## config.mk

```make
export PLATFORM = sky130hd
export DESIGN_NAME = button_conditioner
export DESIGN_NICKNAME = d
export VERILOG_FILES = /design/src/rtl/button_conditioner.sv
export SDC_FILE = /design/constraint.sdc
export NUM_CORES = 1
export LEC_CHECK = 0
export BUFFER_PORTS_ARGS = -buffer_cell sky130_fd_sc_hd__buf_2
export CAP_MARGIN = 15
export CORE_MARGIN = 1.5
export CORE_UTILIZATION = 40
export CTS_CLUSTER_SIZE = 16
export DETAILED_ROUTE_END_ITERATION = 12
export SYNTH_ARGS = -nofsm -noshare
export SYNTH_HDL_FRONTEND = slang
export SYNTH_SLANG_ARGS = --single-unit
export TNS_END_PERCENT = 20
```

## constraint.sdc

```tcl
create_clock -name clk_clk -period 2.3 [get_ports clk_clk]
set_input_delay 0.115 -clock clk_clk [delete_from_list [all_inputs] [get_ports clk_clk]]
set_output_delay 0.115 -clock clk_clk [all_outputs]
set_load 0.02 [all_outputs]
```

## src/rtl/button_conditioner.sv

```systemverilog
// Four-channel pushbutton conditioner: 2-flop synchronizer, per-button debounce FSM, level/press/release outputs.
// Optional auto-repeat on bits 0/1 when the BTN_REPEAT_EN macro is defined.
module button_conditioner #(
  parameter int unsigned DEBOUNCE_CYCLES = 50000,
  parameter int unsigned REPEAT_DELAY    = 25000000,
  parameter int unsigned REPEAT_PERIOD   = 10000000
) (
  input  logic       clk_clk,
  input  logic       reset_reset_n,
  input  logic [3:0] btn_n_i,
  output logic [3:0] btn_level_o,
  output logic [3:0] btn_press_o,
  output logic [3:0] btn_release_o
);

  if (DEBOUNCE_CYCLES < 2 || DEBOUNCE_CYCLES > 1048576 ||
      REPEAT_DELAY < 1 || REPEAT_PERIOD < 1) begin : g_param_check
    $error("button_conditioner: illegal parameter value");
  end

  localparam int unsigned CNT_W = $clog2(DEBOUNCE_CYCLES + 1);
  // The entry sample already counts as the first stable sample.
  localparam logic [CNT_W-1:0] CNT_LAST = CNT_W'(DEBOUNCE_CYCLES - 2);

  typedef enum logic [1:0] {
    ST_RELEASED,
    ST_CHK_PRESS,
    ST_PRESSED,
    ST_CHK_RELEASE
  } state_e;

  logic [3:0]       sync1_q, sync1_d;
  logic [3:0]       sync2_q, sync2_d;
  logic [3:0]       s;
  state_e           state_q [4];
  state_e           state_d [4];
  logic [CNT_W-1:0] cnt_q   [4];
  logic [CNT_W-1:0] cnt_d   [4];
  logic [3:0]       level_q, level_d;
  logic [3:0]       press_q, press_d;
  logic [3:0]       release_q, release_d;

`ifdef BTN_REPEAT_EN
  localparam int unsigned RPT_MAX = (REPEAT_DELAY > REPEAT_PERIOD) ? REPEAT_DELAY : REPEAT_PERIOD;
  localparam int unsigned RPT_W   = $clog2(RPT_MAX + 1);
  localparam logic [RPT_W-1:0] RPT_DELAY_LAST  = RPT_W'(REPEAT_DELAY - 1);
  localparam logic [RPT_W-1:0] RPT_PERIOD_LAST = RPT_W'(REPEAT_PERIOD - 1);
  localparam logic [3:0]       REPEAT_MASK     = 4'b0011;

  logic [RPT_W-1:0] rpt_cnt_q [4];
  logic [RPT_W-1:0] rpt_cnt_d [4];
  logic [3:0]       rpt_first_q, rpt_first_d;
`endif

  always_comb begin
    // NOTE: every signal assigned here gets a default first so no path leaves it unassigned (no latch).
    sync1_d   = btn_n_i;
    sync2_d   = sync1_q;
    s         = ~sync2_q;
    level_d   = level_q;
    press_d   = '0;
    release_d = '0;
`ifdef BTN_REPEAT_EN
    rpt_first_d = '1;
`endif
    for (int i = 0; i < 4; i++) begin
      state_d[i] = state_q[i];
      cnt_d[i]   = '0;
      case (state_q[i])
        ST_RELEASED: if (s[i]) state_d[i] = ST_CHK_PRESS;
        ST_CHK_PRESS: begin
          if (!s[i]) begin
            state_d[i] = ST_RELEASED;
          end else if (cnt_q[i] == CNT_LAST) begin
            state_d[i] = ST_PRESSED;
            level_d[i] = 1'b1;
            press_d[i] = 1'b1;
          end else begin
            cnt_d[i] = cnt_q[i] + 1'b1;
          end
        end
        ST_PRESSED: if (!s[i]) state_d[i] = ST_CHK_RELEASE;
        ST_CHK_RELEASE: begin
          if (s[i]) begin
            state_d[i] = ST_PRESSED;
          end else if (cnt_q[i] == CNT_LAST) begin
            state_d[i]   = ST_RELEASED;
            level_d[i]   = 1'b0;
            release_d[i] = 1'b1;
          end else begin
            cnt_d[i] = cnt_q[i] + 1'b1;
          end
        end
        default: state_d[i] = ST_RELEASED;
      endcase
`ifdef BTN_REPEAT_EN
      // Timer runs only while held; the release-acceptance cycle suppresses any repeat.
      rpt_cnt_d[i] = '0;
      if (REPEAT_MASK[i] && !release_d[i] &&
          (state_q[i] == ST_PRESSED || state_q[i] == ST_CHK_RELEASE)) begin
        rpt_first_d[i] = rpt_first_q[i];
        if (rpt_cnt_q[i] == (rpt_first_q[i] ? RPT_DELAY_LAST : RPT_PERIOD_LAST)) begin
          press_d[i]     = 1'b1;
          rpt_first_d[i] = 1'b0;
        end else begin
          rpt_cnt_d[i] = rpt_cnt_q[i] + 1'b1;
        end
      end
`endif
    end
  end

  always_ff @(posedge clk_clk) begin
    // NOTE: all state updates use non-blocking assignments so every flop samples pre-edge values.
    if (!reset_reset_n) begin
      sync1_q   <= '1;
      sync2_q   <= '1;
      level_q   <= '0;
      press_q   <= '0;
      release_q <= '0;
      for (int i = 0; i < 4; i++) begin
        state_q[i] <= ST_RELEASED;
        cnt_q[i]   <= '0;
      end
    end else begin
      sync1_q   <= sync1_d;
      sync2_q   <= sync2_d;
      level_q   <= level_d;
      press_q   <= press_d;
      release_q <= release_d;
      state_q   <= state_d;
      cnt_q     <= cnt_d;
    end
  end

`ifdef BTN_REPEAT_EN
  always_ff @(posedge clk_clk) begin
    if (!reset_reset_n) begin
      rpt_first_q <= '1;
      for (int i = 0; i < 4; i++) rpt_cnt_q[i] <= '0;
    end else begin
      rpt_first_q <= rpt_first_d;
      rpt_cnt_q   <= rpt_cnt_d;
    end
  end
`endif

  assign btn_level_o   = level_q;
  assign btn_press_o   = press_q;
  assign btn_release_o = release_q;

endmodule

```

==> results of run 1 <==
final cells by class:
class,count,area [um2],share of cell area
clock buffer,11,151,0.0338
tap,133,166,0.0372
sequential,92,1840,0.411
multi-input combinational,313,2010,0.448
timing repair buffer,25,155,0.0346
clock inverter,5,83.8,0.0187
inverter,20,75.1,0.0168
how the worst max path moves through the flow:
| stage | start | end | cells after the start |
|---|---|---|---|
| detailed placement | cnt_q[49]$_SDFF_PN0_ | cnt_q[50]$_SDFF_PN0_ | 5 |
| floorplan | cnt_q[49]$_SDFF_PN0_ | cnt_q[48]$_SDFF_PN0_ | 6 |
| finish | cnt_q[49]$_SDFF_PN0_ | cnt_q[50]$_SDFF_PN0_ | 5 |
| global placement | cnt_q[49]$_SDFF_PN0_ | cnt_q[50]$_SDFF_PN0_ | 5 |
| global route | cnt_q[49]$_SDFF_PN0_ | cnt_q[52]$_SDFF_PN0_ | 5 |
| CTS | cnt_q[49]$_SDFF_PN0_ | cnt_q[50]$_SDFF_PN0_ | 5 |
through the flow:
step                power (uW)  setup WS, ps  instances  area, um2   util
finish                    2910           244        599       4480  0.460
global route              3030           145        599       4480  0.460
CTS                       2950           230        599       4480  0.460
detailed placement        1710           253        579       4200  0.432
global placement          1710           304        579       4200  0.432
floorplan                 1690           332        435       3980      -
layer usage:
metal	track usage	wire length, um	vias to the layer above
li1	-	-	1556
met1	0.189	3590	1356
met2	0.244	3250	27
met3	0.0353	182	6
met4	0.0613	88	0
met5	0	0	-
worst max-delay path, delay by kind of cell, from the launching register on:
family        cells  cell delay, ps
flops             1             450
fa+ha+maj         1             180
simple gates      4            1320
cell usage in the layout, fill, tap and decap left out, types with 5 or more instances in the layout:
master	synthesis	layout
a21oi_1	9	9
and3_1	8	8
and4_1	6	6
buf_2	0	17
clkbuf_8	0	11
dfxtp_1	92	92
ha_1	8	8
inv_1	19	19
mux2i_1	8	8
nand2_1	20	20
nand2b_1	10	10
nand3_1	25	25
nand4_1	24	24
nor2_1	79	79
nor3_1	14	14
nor4_1	14	14
o21ai_0	7	7
or3_1	5	5
xnor2_1	34	34
xor2_1	19	19
power by group through the flow:
| stage | Sequential, uW | Clock, uW | Combinational [uW] |
|---|---|---|---|
| floorplan | 1660 | 0 | 27.5 |
| global placement | 1650 | 0 | 51.8 |
| detailed placement | 1660 | 0 | 53.3 |
| CTS | 1620 | 1280 | 58.7 |
| global route | 1620 | 1350 | 65.1 |
| finish | 1620 | 1230 | 58.0 |
timing repair:
| action | in CTS | in global routing |
|---|---|---|
| hold buffers | 4 | 0 |
| gates resized for setup | 0 | 0 |
| hold endpoints to repair | 4 | 0 |
| endpoints found under the setup margin | 0 | 0 |
registers in the layout, indices dropped and copies added, names as in the netlist, named ones only:
register	count
sync2_q	4
btn_level_o	4
btn_release_o	4
btn_press_o	4
cnt_q	64
sync1_q	4
state_q	4
cell families (layout without fill, tap and decap cells):
kind of cell | count (synthesis) | count (layout) | share of synthesized area
fa+ha+maj | 8 | 8 | 0.0251
buf+inv | 30 | 61 | 0.0339
simple gates | 226 | 226 | 0.317
compound gates | 18 | 18 | 0.0245
flops | 92 | 92 | 0.462
mux | 8 | 8 | 0.0201
xor+xnor | 53 | 53 | 0.117
==> results.tsv, run 1 <==
stage	metric	value	unit
route	DRC violations left	0	
power	pwr dens	649	mW/mm2
global_routing	vias in the first global route	2790	
timing	Peak Freq	486	MHz
route	First-pass DRT Iterations	4	
global_routing	initial antenna violation count	0	
synth	FF+latch count, synth	92	
worst_hold_path	Min-Delay Path Class	input pin to register	
clocking	number of CTS-inserted buffers	9	
synth	top-area cell type share of the netlist area	0.462	
synth	Mapped Area	0.00398	mm2
clocking	H-tree depth	3	
synth	Synth Net Count	449	
critical_path	critical path fanouts, max	16	
power	VDD IR-drop max	0.000261	V
critical_path	CP max-delay cell	or4_4	
die	chip height	103	um
status	status	complete, no violations	
timing	TNS Setup	0	ps
flow_run	max-cap violation count	0	
timing	max_slew headroom	0.691	
die	I/O pin total	18	
timing	fin crit period	2060	ps
worst_hold_path	Hold EP	sync2_q[0]$_SDFF_PN1_	
global_routing	largest net degree at the start of global routing	22	
power	Static Leakage	0.00146	uW
clocking	# clock sinks	92	
route	initial DRC count	77	
synth	Synth area leader	dfxtp_1	
global_routing	GRT Total Usage	0.149	
timing	hold slack	163	ps
synth	most used flip-flop cell after synthesis	dfxtp_1	
layout	share of layout cells above drive strength 1	0.103	
timing	Worst-Margin Slew	461	ps
synth	Commonest cells post-synth	dfxtp_1 (92), nor2_1 (79), xnor2_1 (34)	
timing	Final Hold Viols	0	
power	switching pwr	603	uW
synth	Avg Cell Area, Syn	9.16	um2
route	Via density	4.92	
critical_path	R2R cell count	5	
synth	sequential area share after synthesis	0.462	
critical_path	r2r setup slk	240	ps
route	post-route ant nets	0	
critical_path	arrival time at the worst endpoint	2300	ps
critical_path	worst-path cell chain	ha_1 > or4b_4 > or4_4 > nand4_4 > nor2_1	
power	power share of the clock group	0.424	
layout	# diodes	0	
die	DIE AREA	0.0106	mm2
synth	biggest area contributors in the synthesized netlist	dfxtp_1 (46%), xnor2_1 (7.5%), nor2_1 (7.4%), xor2_1 (4.2%), nand4_1 (3.8%)	
timing	Period Utilization, post-route	0.894	
synth	Post-synth EDFFs	0	
power	combinational power share	0.020	
synth	Cell variety after synth	38	
layout	filler instances	965	
critical_path	slowest cell delay on critical path	540	ps
global_routing	global-route wire length before repair	12400	um
critical_path	CP Capture Type	register	
clocking	Setup Fix Bufs, Post-CTS	0	
power	P_int	2300	uW
clocking	root buf cell	clkbuf_8	
synth	most frequent cell after synthesis	dfxtp_1	
timing	RSZ-0062 raised after global routing	false	
route	WL/cell	11.9	um
critical_path	critical path class	register to register	
global_routing	total gr overflow	0	
clocking	maximum clock insertion buffer count	2	
critical_path	Worst R2R Start	cnt_q[49]$_SDFF_PN0_	
critical_path	CP Launch Type	register	
die	initial core utilization	0.409	
synth	Synth async-reset ratio	0	
placed_design	routability cong.	0.776	
placed_design	# port buffers	17	
die	Rows	36	
worst_hold_path	hold depth	2	
timing	Final setup violation count	0	
layout	nets	475	
clocking	worst skew pair latency	350	ps
route	Routed WL	7120	um
critical_path	FF-to-FF End	cnt_q[50]$_SDFF_PN0_	
clocking	CTS tree	done	
layout	Area Overhead vs Synth	12.5	%
die	Die W	103	um
timing	Slew Limit Fails	0	
timing	clk_skew	14.0	ps
die	core area	0.00973	mm2
clocking	CTS clk-pin slew, worst paths	90	ps
critical_path	Critical Path RT	2540	ps
placed_design	HPWL Detailed	4960	um
synth	Synth Instances	435	
worst_hold_path	worst hold path startpoint	reset_reset_n	
synth	Yosys Warn Count	0	
power	Sequential Power Share	0.556	
route	Vias	2945	
power	switch share	0.207	
No activity file was read; power rests on OpenSTA's default activity.
==> inputs of run 2 (changes only) <==
Settings changed: ABC_AREA set to 1, CTS_CLUSTER_DIAMETER set to 30.
==> results.tsv, run 2 <==
stage	metric	value	unit
global_routing	global-route wire length before repair	14500	um
critical_path	critical path fanouts, max	14	
layout	Area Overhead vs Synth	10.8	%
critical_path	Critical Path RT	2600	ps
die	Rows	38	
route	DRC violations left	0	
clocking	# clock sinks	92	
die	core area	0.0108	mm2
critical_path	critical path class	register to register	
critical_path	CP max-delay cell	dfxtp_1	
die	chip height	108	um
critical_path	CP Launch Type	register	
critical_path	slowest cell delay on critical path	390	ps
layout	register with the most flip-flops	cnt_q	
synth	FF+latch count, synth	92	
timing	max_slew headroom	0.636	
synth	Synth Instances	606	
critical_path	CP Buf/Inv Count	2	
timing	Slew Limit Fails	0	
timing	fin crit period	1700	ps
layout	nets	646	
synth	Commonest cells post-synth	nor2_1 (127), nand2_1 (115), dfxtp_1 (92)	
route	WL/cell	10.4	um
synth	Avg Cell Area, Syn	7.27	um2
synth	most used flip-flop cell after synthesis	dfxtp_1	
timing	Final Hold Viols	0	
synth	Cell variety after synth	36	
timing	Worst-Margin Slew	545	ps
synth	biggest area contributors in the synthesized netlist	dfxtp_1 (42%), nor2_1 (11%), nand2_1 (9.8%), inv_1 (6.8%), nand3_1 (4.2%)	
timing	clk_skew	7.38	ps
synth	Mapped Area	0.00441	mm2
clocking	maximum clock insertion buffer count	2	
flow_run	max-cap violation count	0	
route	Routed WL	8100	um
worst_hold_path	Min-Delay Path Class	input pin to register	
die	DIE AREA	0.0117	mm2
clocking	number of CTS-inserted buffers	9	
layout	leading cell type in the layout, fill and taps excluded	nor2_1	
synth	Synth area leader	dfxtp_1	
layout	post-layout instance area	0.00488	mm2
global_routing	GRT Total Usage	0.155	
clocking	worst skew pair latency	360	ps
global_routing	initial antenna violation count	0	
global_routing	vias in the first global route	3424	
placed_design	HPWL Detailed	6080	um
clocking	CTS clk-pin slew, worst paths	80	ps
timing	TNS Setup	0	ps
route	initial DRC count	146	
synth	Yosys Warn Count	0	
layout	commonest cells after routing, fill and taps aside	nor2_1 (127), nand2_1 (115), dfxtp_1 (92), inv_1 (80), nand3_1 (37)	
clocking	H-tree depth	3	
route	post-route ant nets	0	
die	I/O pin total	18	
power	Static Leakage	0.00180	uW
power	pwr dens	590	mW/mm2
placed_design	Post-DP Area	0.00463	mm2
critical_path	CP Capture Type	register	
critical_path	worst-path cell chain	inv_1 > ha_1 > nand3_1 > nor2_1 > nand2_1 > nand3_1 > inv_1 > nand2_1 > nor2_1	
layout	max FFs per register	64	
layout	# diodes	0	
synth	most frequent cell after synthesis	nor2_1	
global_routing	largest net degree at the start of global routing	19	
clocking	root buf cell	clkbuf_8	
synth	top-area cell type share of the netlist area	0.418	
placed_design	# port buffers	17	
die	Die W	108	um
die	initial core utilization	0.408	
layout	share of layout cells above drive strength 1	0.119	
synth	Synth async-reset ratio	0	
route	Vias	3700	
route	Via density	4.76	
placed_design	routability cong.	0.863	
route	First-pass DRT Iterations	6	
clocking	CTS tree	done	
synth	Synth Net Count	620	
timing	RSZ-0062 raised after global routing	false	
synth	Post-synth EDFFs	0	
critical_path	arrival time at the worst endpoint	2000	ps
global_routing	total gr overflow	0	
power	VDD IR-drop max	0.000354	V
timing	Peak Freq	588	MHz
critical_path	largest delay contributor family on the critical path	simple AND/OR/NAND/NOR gates	
timing	Final setup violation count	0	
timing	Period Utilization, post-route	0.739	
clocking	Setup Fix Bufs, Post-CTS	0	
synth	sequential area share after synthesis	0.418	
status	status	complete, no violations	
[run 2: changes by cell type after synthesis, sizes merged, moves of 10 or more]
cell,delta
nand2,+101
inv,+64
nor2,+58
xnor2,-29
nand3,+17
nor4,-17
or2,+11
nand2b,-10
[run 2: stage by stage]
step	hold WS [ps]	setup WS, ps	util	instances	total power (uW)
global route	220	356	0.452	777	3020
finish	227	600	0.452	777	2880
detailed placement	327	608	0.429	757	1730
floorplan	222	977	-	606	1710
global placement	329	666	0.429	757	1730
CTS	209	575	0.452	777	2930
[run 2: logic make-up after synthesis]
logic type,Yosys count,share of synthesized area
compound gates,30,0.0383
xor+xnor,22,0.0437
fa+ha+maj,8,0.0227
buf+inv,90,0.0821
flops,92,0.418
simple gates,364,0.395
[run 2: final cells by class]
cell class                      count  area, um2
Fill cell                        1092       5910
Multi-Input combinational cell    424       2200
Sequential cell                    92       1840
Inverter                           83        314
Tap cell                          140        175
Clock buffer                       11        141
Timing Repair Buffer               22        133
Clock inverter                      5       75.1
[run 2: per-layer routing]
layer | wire (um) | vias up | global-route usage | part of all wire
met4 | 150 | 0 | 0.0639 | 0.019
met5 | 0 | - | 0 | 0
met2 | 3730 | 49 | 0.259 | 0.46
met1 | 4000 | 1672 | 0.194 | 0.49
met3 | 226 | 12 | 0.0350 | 0.028
li1 | - | 1967 | - | -
[run 2: repair_timing]
action                                 in CTS  in global routing
endpoints found under the hold margin       4                  0
hold buffers                                4                  0
gates resized for setup                     0                  0
[run 2: worst min-delay path: stages]
cell     delay (ps)
buf_2           110
buf_4           210
nand2_1          90
nor2_1           30
[run 2: worst paths after layout]
kind                           endpoint                   from  cells past startpoint  slack (ps)
setup / recovery   cnt_q[12]$_SDFF_PN0_    cnt_q[0]$_SDFF_PN0_                      9         600
hold / removal                 register          reset_reset_n                      4         230
setup reg to reg   cnt_q[12]$_SDFF_PN0_    cnt_q[0]$_SDFF_PN0_                      9         600
hold reg to reg   sync2_q[1]$_SDFF_PN1_  sync1_q[1]$_SDFF_PN1_                      1         410
[run 2: power by group]
| group | switching, uW | internal (uW) | leakage, uW |
|---|---|---|---|
| sequential | 12.4 | 1610 | 0.000743 |
| clock | 546 | 637 | 0.000113 |
| combinational | 43.1 | 32.6 | 0.000941 |
==> inputs of run 3 (changes only) <==
Settings changed: ABC_AREA 1 to 0.
Clock period 2.3 ns to 1.8 ns, I/O delays scaled along.
==> results.tsv, run 3 (synthesized netlist as in run 1, its figures left out) <==
stage	metric	value	unit
status	status	finished with violations	
status	failing checks	setup timing	
layout	commonest cells after routing, fill and taps aside	dfxtp_1 (86), nor2_1 (77), buf_4 (40), xnor2_1 (34), nand3_1 (25)	
worst_hold_path	Min-Delay Path Class	input pin to register	
critical_path	CP Launch Type	register	
layout	max FFs per register	64	
layout	# diodes	0	
route	initial DRC count	65	
timing	Final setup violation count	17	
layout	post-layout instance area	0.00483	mm2
flow_run	max-cap violation count	0	
global_routing	largest net degree at the start of global routing	17	
layout	Area Overhead vs Synth	21.2	%
route	DRC violations left	0	
critical_path	CP Buf/Inv Count	1	
route	First-pass DRT Iterations	4	
critical_path	slowest cell delay on critical path	540	ps
timing	Worst-Margin Slew	387	ps
timing	Setup WS post-layout	-68.9	ps
placed_design	Post-DP Area	0.00453	mm2
layout	nets	515	
clocking	H-tree depth	3	
global_routing	total gr overflow	0	
critical_path	largest delay contributor family on the critical path	simple AND/OR/NAND/NOR gates	
layout	share of layout cells above drive strength 1	0.200	
timing	Peak Freq	535	MHz
route	post-route ant nets	0	
die	Die W	103	um
critical_path	Critical Path RT	2050	ps
timing	RSZ-0062 raised after global routing	true	
die	DIE AREA	0.0106	mm2
critical_path	critical path class	register to register	
clocking	root buf cell	clkbuf_8	
global_routing	global-route wire length before repair	13400	um
placed_design	# port buffers	17	
power	VDD IR-drop max	0.000466	V
critical_path	CP max-delay cell	or4_4	
clocking	Setup Fix Bufs, Post-CTS	0	
timing	Final Hold Viols	0	
critical_path	critical path fanouts, max	8	
clocking	maximum clock insertion buffer count	2	
global_routing	GRT Total Usage	0.160	
placed_design	HPWL Detailed	5420	um
layout	filler instances	982	
timing	max_slew headroom	0.738	
die	core area	0.00973	mm2
die	chip height	103	um
route	Vias	3137	
die	I/O pin total	18	
timing	fin crit period	1870	ps
die	initial core utilization	0.409	
global_routing	vias in the first global route	3097	
critical_path	CP Capture Type	register	
clocking	# clock sinks	92	
layout	leading cell type in the layout, fill and taps excluded	dfxtp_1	
die	Rows	36	
placed_design	routability cong.	0.842	
global_routing	initial antenna violation count	0	
power	Static Leakage	0.00167	uW
route	Via density	4.91	
timing	TNS Setup	-900	ps
clocking	CTS tree	done	
clocking	number of CTS-inserted buffers	9	
clocking	CTS clk-pin slew, worst paths	100	ps
route	WL/cell	11.8	um
layout	register with the most flip-flops	cnt_q	
clocking	worst skew pair latency	360	ps
timing	Slew Limit Fails	0	
route	Routed WL	7570	um
critical_path	arrival time at the worst endpoint	2120	ps
timing	Period Utilization, post-route	1.04	
critical_path	worst-path cell chain	inv_2 > ha_1 > or4b_4 > or4_4 > nand4_4 > nor2_1	
power	pwr dens	723	mW/mm2
timing	clk_skew	15.3	ps
run 3: cell count changes in the layout (fill, tap and decap cells not counted), moves of 7 or more:
| cell | change |
|---|---|
| xnor2_1 | +29 |
| and3_1 | +8 |
| nand3_1 | -12 |
| nand2b_1 | +10 |
| nor2_1 | -50 |
| mux2i_1 | +8 |
| nor4_1 | +12 |
| nor3b_1 | -7 |
| inv_1 | -62 |
| nand2_1 | -95 |
| buf_4 | +39 |
| or2_2 | -9 |
run 3: worst reg2reg max path: cells and delay by family, from the launching register on:
kind,cells,cell delay [ps]
buffers and inverters,1,40
and+or+nand+nor,4,1240
DFF,1,350
adders and majority gates,1,120
run 3: power breakdown:
group	leakage (uW)	switching, uW	internal (uW)
registers	0.000747	14.2	2050
clock network	0.0000966	702	645
logic	0.000827	45.4	33.2
run 3: final timing paths:
kind | from | endpoint | slack [ps] | cells past startpoint
worst max-delay path | cnt_q[48]$_SDFF_PN0_ | cnt_q[57]$_SDFF_PN0_ | -70 | 6
worst max register to register | cnt_q[48]$_SDFF_PN0_ | cnt_q[57]$_SDFF_PN0_ | -70 | 6
worst min register to register | sync1_q[3]$_SDFF_PN1_ | sync2_q[3]$_SDFF_PN1_ | 410 | 1
worst min-delay path | reset_reset_n | sync2_q[0]$_SDFF_PN1_ | 110 | 2
run 3: timing repair:
| item | CTS | global route |
|---|---|---|
| hold endpoints to repair | 4 | 0 |
| pin swaps | 2 | 2 |
| hold buffers | 4 | 0 |
| gates cloned | 1 | 0 |
| setup endpoints to repair | 41 | 56 |
| resized for setup | 3 | 11 |
run 3: cell type report:
| cell class | count | area [um2] | area share |
|---|---|---|---|
| inverters | 20 | 75.1 | 0.0156 |
| clock buffers | 10 | 128 | 0.0264 |
| repair buffers | 64 | 477 | 0.0988 |
| multi-input cells | 314 | 2060 | 0.428 |
| flip-flops and latches | 92 | 1850 | 0.384 |
| well taps | 133 | 166 | 0.0345 |
| clock inverters | 6 | 65.1 | 0.0135 |
run 3: stage by stage:
stage / hold WS, ps / setup slack, ps / total power [uW] / util / instances
5_1_grt: 113 / -126 / 3650 / 0.496 / 639
3_3_place_gp: 276 / -72.2 / 2180 / 0.465 / 618
3_5_place_dp: 277 / -97.8 / 2180 / 0.465 / 618
2_1_floorplan: 191 / -85.2 / 2160 / - / 435
6_report: 105 / -68.9 / 3490 / 0.496 / 639
4_1_cts: 87.4 / -76.4 / 3550 / 0.493 / 639
run 3: per-layer routing:
metal / GRT usage / wire [um]
met5: 0 / 0
met4: 0.0541 / 96
met2: 0.276 / 3680
met3: 0.0461 / 247
met1: 0.192 / 3540
